### src/rtl/left_shift_unit.sv
// left_shift_unit
//   Multi-cycle left shifter: moves a latched operand one bit per clock for a
//   requested number of positions. Logical mode shifts in zeros. Arithmetic
//   mode saturates to the largest magnitude of the original sign on overflow.
//   A start/ready/done handshake accepts one operation at a time.
//
// Ports
//   clk, rst_n  clock, synchronous active-low reset
//   start       request, accepted only while ready=1
//   in          operand, latched on accept
//   amount      shift positions; values above WIDTH are clamped to WIDTH
//   mode        0 = logical, 1 = arithmetic (saturating); latched on accept
//   ready       high in IDLE
//   busy        high while shifting
//   done        one-cycle pulse; out/overflow are final
//   out         working / result register
//   overflow    sticky overflow flag for the current operation
module left_shift_unit #(
  parameter int WIDTH = 16,
  parameter int CNT_W = $clog2(WIDTH) + 1
) (
  input  logic             clk,
  input  logic             rst_n,
  input  logic             start,
  input  logic [WIDTH-1:0] in,
  input  logic [CNT_W-1:0] amount,
  input  logic             mode,
  output logic             ready,
  output logic             busy,
  output logic             done,
  output logic [WIDTH-1:0] out,
  output logic             overflow
);

  typedef enum logic [1:0] {IDLE, SHIFT, DONE} state_t;

  state_t           state, state_nxt;
  logic [CNT_W-1:0] cnt;
  logic             mode_q;
  logic [CNT_W-1:0] amt_clamp;
  logic [WIDTH-1:0] step_out;
  logic             step_ovf;

  assign amt_clamp = (amount > CNT_W'(WIDTH)) ? CNT_W'(WIDTH) : amount;

  // One shift step on the current working value.
  always_comb begin
    step_out = {out[WIDTH-2:0], 1'b0};
    step_ovf = overflow;
    if (!mode_q) begin
      step_ovf = overflow | out[WIDTH-1];
    end else if (overflow) begin
      // Already saturated: hold, but the counter keeps running so latency
      // stays data-independent.
      step_out = out;
    end else if (out[WIDTH-1] != out[WIDTH-2]) begin
      step_ovf = 1'b1;
      step_out = out[WIDTH-1] ? {1'b1, {(WIDTH-1){1'b0}}}
                              : {1'b0, {(WIDTH-1){1'b1}}};
    end
  end

  always_comb begin
    state_nxt = state;
    case (state)
      IDLE:  if (start) state_nxt = (amt_clamp == '0) ? DONE : SHIFT;
      SHIFT: if (cnt == CNT_W'(1)) state_nxt = DONE;
      DONE:  state_nxt = IDLE;
      default: state_nxt = IDLE;
    endcase
  end

  always_ff @(posedge clk) begin
    if (!rst_n) begin
      state    <= IDLE;
      out      <= '0;
      overflow <= 1'b0;
      cnt      <= '0;
      mode_q   <= 1'b0;
    end else begin
      state <= state_nxt;
      case (state)
        IDLE: if (start) begin
          out      <= in;
          mode_q   <= mode;
          cnt      <= amt_clamp;
          overflow <= 1'b0;
        end
        SHIFT: begin
          out      <= step_out;
          overflow <= step_ovf;
          cnt      <= cnt - CNT_W'(1);
        end
        default: ;
      endcase
    end
  end

  assign ready = (state == IDLE);
  assign busy  = (state == SHIFT);
  assign done  = (state == DONE);

endmodule

### config.mk
export PLATFORM = sky130hd
export DESIGN_NAME = left_shift_unit
export DESIGN_NICKNAME = d
export VERILOG_FILES = /design/src/rtl/left_shift_unit.sv
export SDC_FILE = /design/constraint.sdc
export NUM_CORES = 1
export LEC_CHECK = 0
export ABC_CLOCK_PERIOD_IN_PS = 1600
export BUFFER_PORTS_ARGS = -buffer_cell sky130_fd_sc_hd__clkbuf_2
export CAP_MARGIN = 20
export CORE_MARGIN = 3
export CORE_UTILIZATION = 25
export CTS_CLUSTER_DIAMETER = 80
export DETAILED_ROUTE_END_ITERATION = 10
export PLACE_DENSITY_LB_ADDON = 0.3
export SLEW_MARGIN = 5
export SYNTH_ARGS = -nofsm -noshare
export SYNTH_HDL_FRONTEND = slang
export SYNTH_SLANG_ARGS = --single-unit
### constraint.sdc
create_clock -name clk -period 1.6 [get_ports clk]
set_input_delay 0.16 -clock clk [delete_from_list [all_inputs] [get_ports clk]]
set_output_delay 0.16 -clock clk [all_outputs]
set_load 0.05 [all_outputs]
# Word level (Yosys, flattened, before mapping)
# Index checks and enable logic that the tools add are counted.
dict set report totals {
  regBits 25
  inputBits 25
  out_inout_bits 20
  wordCells 40
}
dict set report classes {
  addsub 1
  n_lt_le_gt_ge 1
  eq_ne 7
  muxes 18
  bitwise 1
  n_reduce_logical 7
}
# cell n
set ops {}
lappend ops {{$mux 16} 5}
lappend ops {{$pmux 16 s2} 1}
lappend ops {{$mux 5} 2}
lappend ops {{$pmux 5 s2} 1}
lappend ops {{$mux 2} 3}
lappend ops {{$reduce_and 2->1} 3}
lappend ops {{$eq 5x1->1 const B} 1}
lappend ops {{$gt 5x5->1 const B} 1}
lappend ops {{$logic_not 5->1} 1}
lappend ops {{$sub 5x1->5 const B} 1}
lappend ops {{$mux 1} 4}
lappend ops {{$pmux 2 s2} 1}
lappend ops {{$ne 3x3->1 const B} 1}
lappend ops {{$reduce_and 3->1} 1}
lappend ops {{$eq 2x1->1 const B} 1}
lappend ops {{$eq 2x2->1 const B} 1}
lappend ops {{$logic_not 2->1} 1}
lappend ops {{$ne 2x1->1 const B} 1}
lappend ops {{$ne 2x2->1 const B} 1}
lappend ops {{$pmux 1 s2} 1}
lappend ops {{$reduce_bool 2->1} 1}
lappend ops {{$ne 1x1->1} 1}
lappend ops {{$or 1x1->1} 1}

# Depth between registers and ports, before layout
# Gate-level depths: netlist (run 1).
dict set report depth {
  word_depth 6
  mapped_depth 8
}

# Worst setup path before layout (run 1)
# OpenSTA, ideal clock, no wires.
dict set report synth_timing {
  kind {register to register}
  startpoint {register out[15]}
  endpoint {register out[3]}
  setup_ps 87
  arrival_time_ps 1952
  required_ps 1513
  slack_ps -440
  stages_incl_launch_ff 9
  n_path_buf 2
  synth_period_minus_slack_ps 2040
  cell_sequence {dfxtp_1 -> inv_1 -> ha_1 -> nand2b_1 -> buf_2 -> o21ai_2 -> buf_4 -> a21oi_1 -> o31ai_1}
}
dict set report synth_via {
  elab_chain_len 5
  word_cells_on_any_way 6
  classes_between {1 x eq/ne; 5 x mux}
}
# item line_no
set synth_rtl {}
lappend synth_rtl {{start, declared} 31} ;# output logic [WIDTH-1:0] out,
lappend synth_rtl {{start signal, assigned} 84} ;# out <= in;
lappend synth_rtl {{start signal, assigned} 90} ;# out <= step_out;
lappend synth_rtl {{$mux 16 / $ne 1x1->1 (equally long branches)} {58, 56}}
lappend synth_rtl {{$mux 16 *} 56} ;# end else if (out[WIDTH-1] != out[WIDTH-2]) begin
lappend synth_rtl {{$mux 16 *} 52} ;# end else if (overflow) begin
lappend synth_rtl {{$mux 16 *} 50} ;# if (!mode_q) begin
lappend synth_rtl {{$pmux 16 s2 *} 82} ;# case (state)
# Mark *: on every way between the ends. The rest lies on a longest branch, timed or not. The select of a mux whose other input is x is not followed.
# A chain may end at the register's enable or synchronous reset.

# Worst setup path in the final report (run 1)
dict set report layout_timing {
  startpoint {register state[1]}
  endpoint {output busy}
}
dict set report layout_via {
  elab_chain_len 1
}
# item line_no
set layout_rtl {}
lappend layout_rtl {{start, declared} 37} ;# state_t state, state_nxt;
lappend layout_rtl {{start signal, assigned} 81} ;# state <= state_nxt;
lappend layout_rtl {{$eq 2x1->1} 100} ;# assign busy = (state == SHIFT);
lappend layout_rtl {{end, declared} 29} ;# output logic busy,
# No other way between the ends.

==> results of run 1 <==
[registers in the layout (all words and copies together) (netlist names)]
name and count:
cnt 5, mode_q 1, out 16, overflow 1, state 2
[cell usage in the layout, fill, tap and decap left out, types with 2 or more instances in the layout]
cell,synthesis,routed
nor2_1,24,24
buf_4,1,6
a21oi_1,19,19
mux2i_1,2,2
dfxtp_1,25,23
o31ai_1,15,15
buf_12,0,2
a211oi_1,2,2
nand3_1,2,2
a31oi_1,4,4
o21ai_0,6,6
nand2b_1,4,3
clkbuf_8,0,3
dfxtp_4,0,2
clkbuf_2,0,43
ha_1,4,3
nand2_1,19,19
inv_1,9,8
nor3_1,5,5
[power groups by stage]
stage / sequential [W] / clock (W) / combinational [W]
floorplan: 0.000959 / 0 / 0.000333
detailed placement: 0.000789 / 0 / 0.000687
global route: 0.000788 / 0.000439 / 0.000762
CTS: 0.000774 / 0.000414 / 0.000688
global placement: 0.000789 / 0 / 0.000686
finish: 0.000774 / 0.000396 / 0.000696
[cell type report]
type	instances	share of cell area
sequential	25	0.290
clock buffer	3	0.0236
multi-input combinational	123	0.428
inverter	10	0.0229
clock inverter	1	0.00429
tap	67	0.0479
timing repair buffer	53	0.182
[through the flow]
step | util | hold WS (ns) | instance area (um2) | setup slack [ns]
final | 0.356 | 0.122 | 1750 | 0.121
after global routing | 0.356 | 0.112 | 1750 | 0.00181
after CTS | 0.351 | 0.122 | 1720 | 0.0434
after detailed placement | 0.341 | 0.423 | 1670 | 0.0720
after global placement | 0.341 | 0.425 | 1670 | 0.122
after floorplan | - | 0.306 | 1370 | -0.0376
[cells in the mapped netlist]
cell type  count  share of area
a31oi_1        4          0.019
or3_1          1         0.0047
buf_1          1         0.0028
o21ai_2        1         0.0066
o21ai_0        6          0.023
nand2_4        1         0.0085
o32a_1         1         0.0076
a22oi_1        1         0.0057
clkinv_1       1         0.0028
a211o_1        1         0.0066
dfxtp_1       25           0.38
xor2_1         1         0.0066
o2111ai_1      1         0.0066
a21oi_1       19          0.072
ha_1           4          0.038
nand3_1        2         0.0076
mux2i_1        2          0.015
o31ai_1       15          0.085
buf_2          5          0.019
a311oi_1       1         0.0066
inv_1          9          0.026
nor2_1        24          0.068
a21oi_2        1         0.0066
and2_4         1         0.0066
nand2b_1       4          0.019
a222oi_1       1         0.0076
o21bai_1       1         0.0057
nand2_1       19          0.054
o21ba_4        1          0.012
a211oi_1       2          0.011
o32ai_1        1         0.0066
buf_6          2          0.017
buf_4          1         0.0057
nor3_1         5          0.019
nor2b_1        1         0.0047
o211ai_1       1         0.0057
[worst register-to-register path, stage by stage (launching register included)]
cell and delay (ns):
dfxtp_4 0.40, inv_4 0.05, ha_4 0.26, nand2b_4 0.14
buf_6 0.16, nor2_1 0.05, a211oi_1 0.20, o31ai_1 0.10
[worst min path at each step]
stage | startpoint | to | cells past startpoint
floorplan | rst_n | state[1] | 2
global placement | in[0] | out[0] | 3
detailed placement | mode | mode_q | 3
CTS | in[0] | out[0] | 3
global route | in[0] | out[0] | 3
finish | in[0] | out[0] | 3
[cells by family after synthesis]
| group | Yosys count | share of synthesized area |
|---|---|---|
| compound gates | 58 | 0.295 |
| mux | 2 | 0.0152 |
| simple gates | 58 | 0.193 |
| flops | 25 | 0.380 |
| fa+ha+maj | 4 | 0.0380 |
| buf+inv | 19 | 0.0730 |
| xor+xnor | 1 | 0.00664 |
[routing by layer]
layer	wire [um]	track usage	vias to the layer above
li1	-	-	688
met1	1680	0.148	599
met2	1520	0.186	46
met3	260	0.0321	3
met4	21	0.0210	0
met5	0	0	-
[timing repair]
action,4_1_cts,5_1_grt
resized for setup,0,3
hold buffers,0,0
endpoints found under the setup margin,0,12
endpoints found under the hold margin,0,0
setup buffers,0,1
==> flow_summary.ini, run 1 <==
[routing]
dr.pass1.iters = 4
vias = 1336
post_drt_wl_per_cell_um = 12.3
route.detailed.drc = 0
wl_um = 3480
drt-initial-drc-count = 36
drtAntennaViolNets = 0
via_per_inst = 4.74

[sta]
maxSlewHeadroom = 0.785
rsz0062_at_grt = false
skew_ns = 0.00516
setup_violations = 0
max_freq_mhz = 676
tns_ns = 0
fin_crit_ns = 1.48
finalHoldViolCount = 0
tightest_slew_ns = 0.319
fin_crit_sh = 0.924
slew_violations = 0

[layout]
syn2layout_area_growth_pct = 32.6
n_antenna_cell = 0
fin_nets = 245
fin_cells = 282
multi_input_area_um2 = 749
fill_cells = 520
drive_gt1_frac = 0.312
regArea_um2 = 508

[power_and_ir_drop]
switching_share = 0.401
power_frac_comb = 0.373
p_int_w = 0.00112
seq_power_share = 0.415
clockPowerShare = 0.212
finalPower_w = 0.00187
switching_power_w = 0.000748
powerDensity_nw_per_um2 = 1070
p_leak_nw = 0.768
irDropWorstVdd_uv = 315

[placement]
dp_cells = 277
dpl.hpwl_um = 2660
gp_congestion = 0.805
io_buffers = 44

[die]
die-height_um = 78.6
die_x_um = 78.6
io_pins = 45
initial_utilization = 0.269
dieArea_um2 = 6180
rows = 25
core_area_um2 = 4910

[synth]
yosysSeqAreaShare = 0.380
synth_area_um2 = 1320
yosys_warnings = 0
postSynthCellCount = 167
syn_nets = 196
ys_ff_latch = 25
yosysUniqueCellTypes = 36
synth.avg_cell_area_um2 = 7.90

[run]
drv_cap = 0

[global_route]
grt_overflow_total = 0
antenna_found_initial = 0
grt_pass1_vias = 1198
grt_usage = 0.113
grt_start_max_net_pins = 22
grt_first_pass_wirelength_um = 5700

[clocking]
clk_pin_slew_ns = 0.10
cts_sinks = 25
cts_made_buffers = 3
tritoncts = yes
h-tree-depth = 1
cts_root_buf = clkbuf_8
clk_path_buf_depth = 2
clk_latency_ns = 0.28

[critical_path]
cp-end-kind = output pin
required_ns = 1.44
crit_buf_inv = 3
start_kind = flop
crit_start = state[1]
crit_chain = nand2b_1, inv_1, buf_12, clkbuf_4
reg2reg_slack_ns = 0.15
worstSetupPathType = reg -> out
cp_top_family = buffers and inverters
cp_slowest_cell = dfxtp_1
cp_max_fo = 21
slowest_delay_ns = 0.32
crit_cells = 4
r2r_end = out[13]
arrival_ns = 1.32
r2r_cells = 7
crit_end = busy
reg2reg_from = out[15]

[outcome]
status = finished clean

[hold_path]
holdCritPathClass = in -> reg
Power figures use the tool's default switching activity.
==> run 2: changes to the inputs <==
--- a/config.mk
+++ b/config.mk
@@ -5,7 +5,8 @@
 export SDC_FILE = /design/constraint.sdc
 export NUM_CORES = 1
 export LEC_CHECK = 0
-export ABC_CLOCK_PERIOD_IN_PS = 1600
+export ABC_AREA = 1
+export ABC_CLOCK_PERIOD_IN_PS = 1470
 export BUFFER_PORTS_ARGS = -buffer_cell sky130_fd_sc_hd__clkbuf_2
 export CAP_MARGIN = 20
 export CORE_MARGIN = 3
==> constraint.sdc (replaced) <==
create_clock -name clk -period 1.47 [get_ports clk]
set_input_delay 0.147 -clock clk [delete_from_list [all_inputs] [get_ports clk]]
set_output_delay 0.147 -clock clk [all_outputs]
set_load 0.05 [all_outputs]
==> run 2 against run 1 <==
Net effect:
- sequential cell count unchanged
- critical path type is now reg -> reg
- die area rose by 25%
- sequential share of layout area shrank 4.5 points
- clock-buffer cell count is the same
- final cell count is 32% higher
- clock power grew 9.3%
- area after synthesis increased by 27%
==> flow_summary.ini, run 2 <==
[outcome]
status = finished clean

[clocking]
clk_pin_slew_ns = 0.10
tritoncts = yes
clk_path_buf_depth = 2
h-tree-depth = 1
cts_made_buffers = 3
clk_latency_ns = 0.27
cts_root_buf = clkbuf_8
hold_buffers = 0
cts_sinks = 25

[synth]
synth_top_area_cell = dfxtp_1
yosysUniqueCellTypes = 29
post-synth-top-count-cell = nand2_1
synth_area_um2 = 1680
yosys.area_share.simple = 0.412
synth.top_cell.area_share = 0.299
synth.area.top_cells = dfxtp_1 (30%), nand2_1 (18%), nand3_1 (6.9%)
synth-xor-area-share = 0
async_flop_share = 0
synthFlopType = dfxtp_1
postSynthCellCount = 249
synth_common_cells = nand2_1 (81), inv_1 (28), dfxtp_1 (25)
syn_nets = 278
yosys_warnings = 0
synth.avg_cell_area_um2 = 6.73
synth_edf_count = 0
synth_top_family_by_area = simple AND/OR/NAND/NOR gates
ys_ff_latch = 25
synth_compound_area_frac = 0.128
synthMuxAreaShare = 0
synth_fa_ha_area_frac = 0.0299
yosysSeqAreaShare = 0.299

[sta]
max_freq_mhz = 724
skew_ns = 0.00386
whs_ns = 0.111
tightest_slew_ns = 0.380
setup_slack_ns = 0.0890
maxSlewHeadroom = 0.746
fin_crit_sh = 0.939
finalHoldViolCount = 0
slew_violations = 0
fin_crit_ns = 1.38
setup_violations = 0

[layout]
largest_registers = out x16, cnt x5, state x2
drive_gt1_frac = 0.332
fin_nets = 325
fin_area_um2 = 2060
fin_cells = 372
n_antenna_cell = 0
largest-register = out
layout_commonest_cell = nand2_1
syn2layout_area_growth_pct = 22.8
mostFrequentLayoutCells = nand2_1 (80), clkbuf_2 (43), inv_1 (27), nand3_1 (23), dfxtp_1 (23)
largest_register_ffs = 16
final_util = 0.320

[routing]
dr.pass1.iters = 4
route.detailed.drc = 0
wl_um = 4380
drtAntennaViolNets = 0
vias = 1656
post_drt_wl_per_cell_um = 11.8
via_per_inst = 4.45
drt-initial-drc-count = 71

[critical_path]
arrival_ns = 1.56
cp_slowest_cell = dfxtp_4
start_kind = flop
slowest_delay_ns = 0.36
cp-end-kind = flop
worstSetupPathType = reg -> reg
required_ns = 1.65
cp_common_cell = nand2_1
cp_max_fo = 7
crit_chain = inv_1, ha_4, inv_2, nand2_2, nand2_1, nand3_1, nand2_1, a21oi_2

[placement]
post-place-ws_ns = 0.0579
dp_cells = 365
placed_area_um2 = 1960
dpl.hpwl_um = 3190
gp_congestion = 0.800
io_buffers = 44

[power_and_ir_drop]
seq_power_share = 0.372
p_int_w = 0.00129
clockPowerShare = 0.189
irDropWorstVdd_uv = 425
switching_power_w = 0.000998
powerDensity_nw_per_um2 = 1110
power_frac_comb = 0.439
p_leak_nw = 1.05
switching_share = 0.437

[die]
core_area_um2 = 6420
dieArea_um2 = 7720
initial_utilization = 0.261
die_x_um = 87.9
io_pins = 45
rows = 29
die-height_um = 87.9

[global_route]
grt_pass1_vias = 1566
grt_overflow_total = 0
grt_usage = 0.114
grt_start_max_net_pins = 27
grt_first_pass_wirelength_um = 7070
antenna_found_initial = 0

[run]
drv_cap = 0

[hold_path]
holdCritPathClass = in -> reg
[run 2: cell count changes after synthesis, moves of 14 or more]
cell     delta
nand3_1    +21
or2_2      +14
nand2_1    +62
o31ai_1    -15
inv_1      +19
[run 2: logic make-up (layout without fill, tap and decap cells)]
family / Yosys count / in the layout
buffers and inverters: 42 / 87
and+or+nand+nor: 145 / 146
adders and majority gates: 4 / 4
DFF: 25 / 25
AOI/OAI and AO/OA: 33 / 33
[run 2: power by group through the flow]
stage,logic (W),clock network (W),registers (W)
after CTS,0.000967,0.000443,0.000846
after detailed placement,0.000965,0,0.000861
after floorplan,0.000572,0,0.00105
after global routing,0.00111,0.000472,0.000862
final,0.00100,0.000433,0.000849
after global placement,0.000951,0,0.000863
[run 2: worst paths after layout]
kind,from,end,slack [ns],cells after the start
worst max register to register,out[15],out[5],0.09,8
worst min-delay path,mode,mode_q,0.11,3
worst max-delay path,out[15],out[5],0.09,8
worst min register to register,cnt[4],cnt[4],0.50,2
[run 2: through the flow]
step	total power (W)	setup TNS, ns
after detailed placement	0.00183	0
after CTS	0.00226	0
after global placement	0.00181	0
after global routing	0.00244	-0.0101
final	0.00228	0
after floorplan	0.00162	0
[run 2: layer usage]
layer  track usage  wire length (um)
met1         0.149              2120
met2         0.191              2030
met3        0.0245               210
met4        0.0293                23
met5             0                 0
[run 2: final cells by class]
cell class | instances | area, um2
multi-input cells | 183 | 990
inverters | 32 | 128
well taps | 77 | 96.3
clock buffers | 3 | 41.3
flip-flops and latches | 25 | 505
repair buffers | 51 | 292
fillers | 703 | 4370
clock inverters | 1 | 5.00
[run 2: repair_timing]
action / in CTS / in global routing
endpoints found under the setup margin: 1 / 16
gates resized for setup: 1 / 7
gates cloned: 0 / 1
setup buffers: 0 / 2
pin swaps: 0 / 1
[run 2: worst max-delay path: cells and delay by family (launching register included)]
| family | cells | cell delay (ns) |
|---|---|---|
| AOI/OAI and AO/OA | 1 | 0.05 |
| and+or+nand+nor | 4 | 0.38 |
| DFF | 1 | 0.36 |
| buffers and inverters | 2 | 0.25 |
| adders and majority gates | 1 | 0.25 |
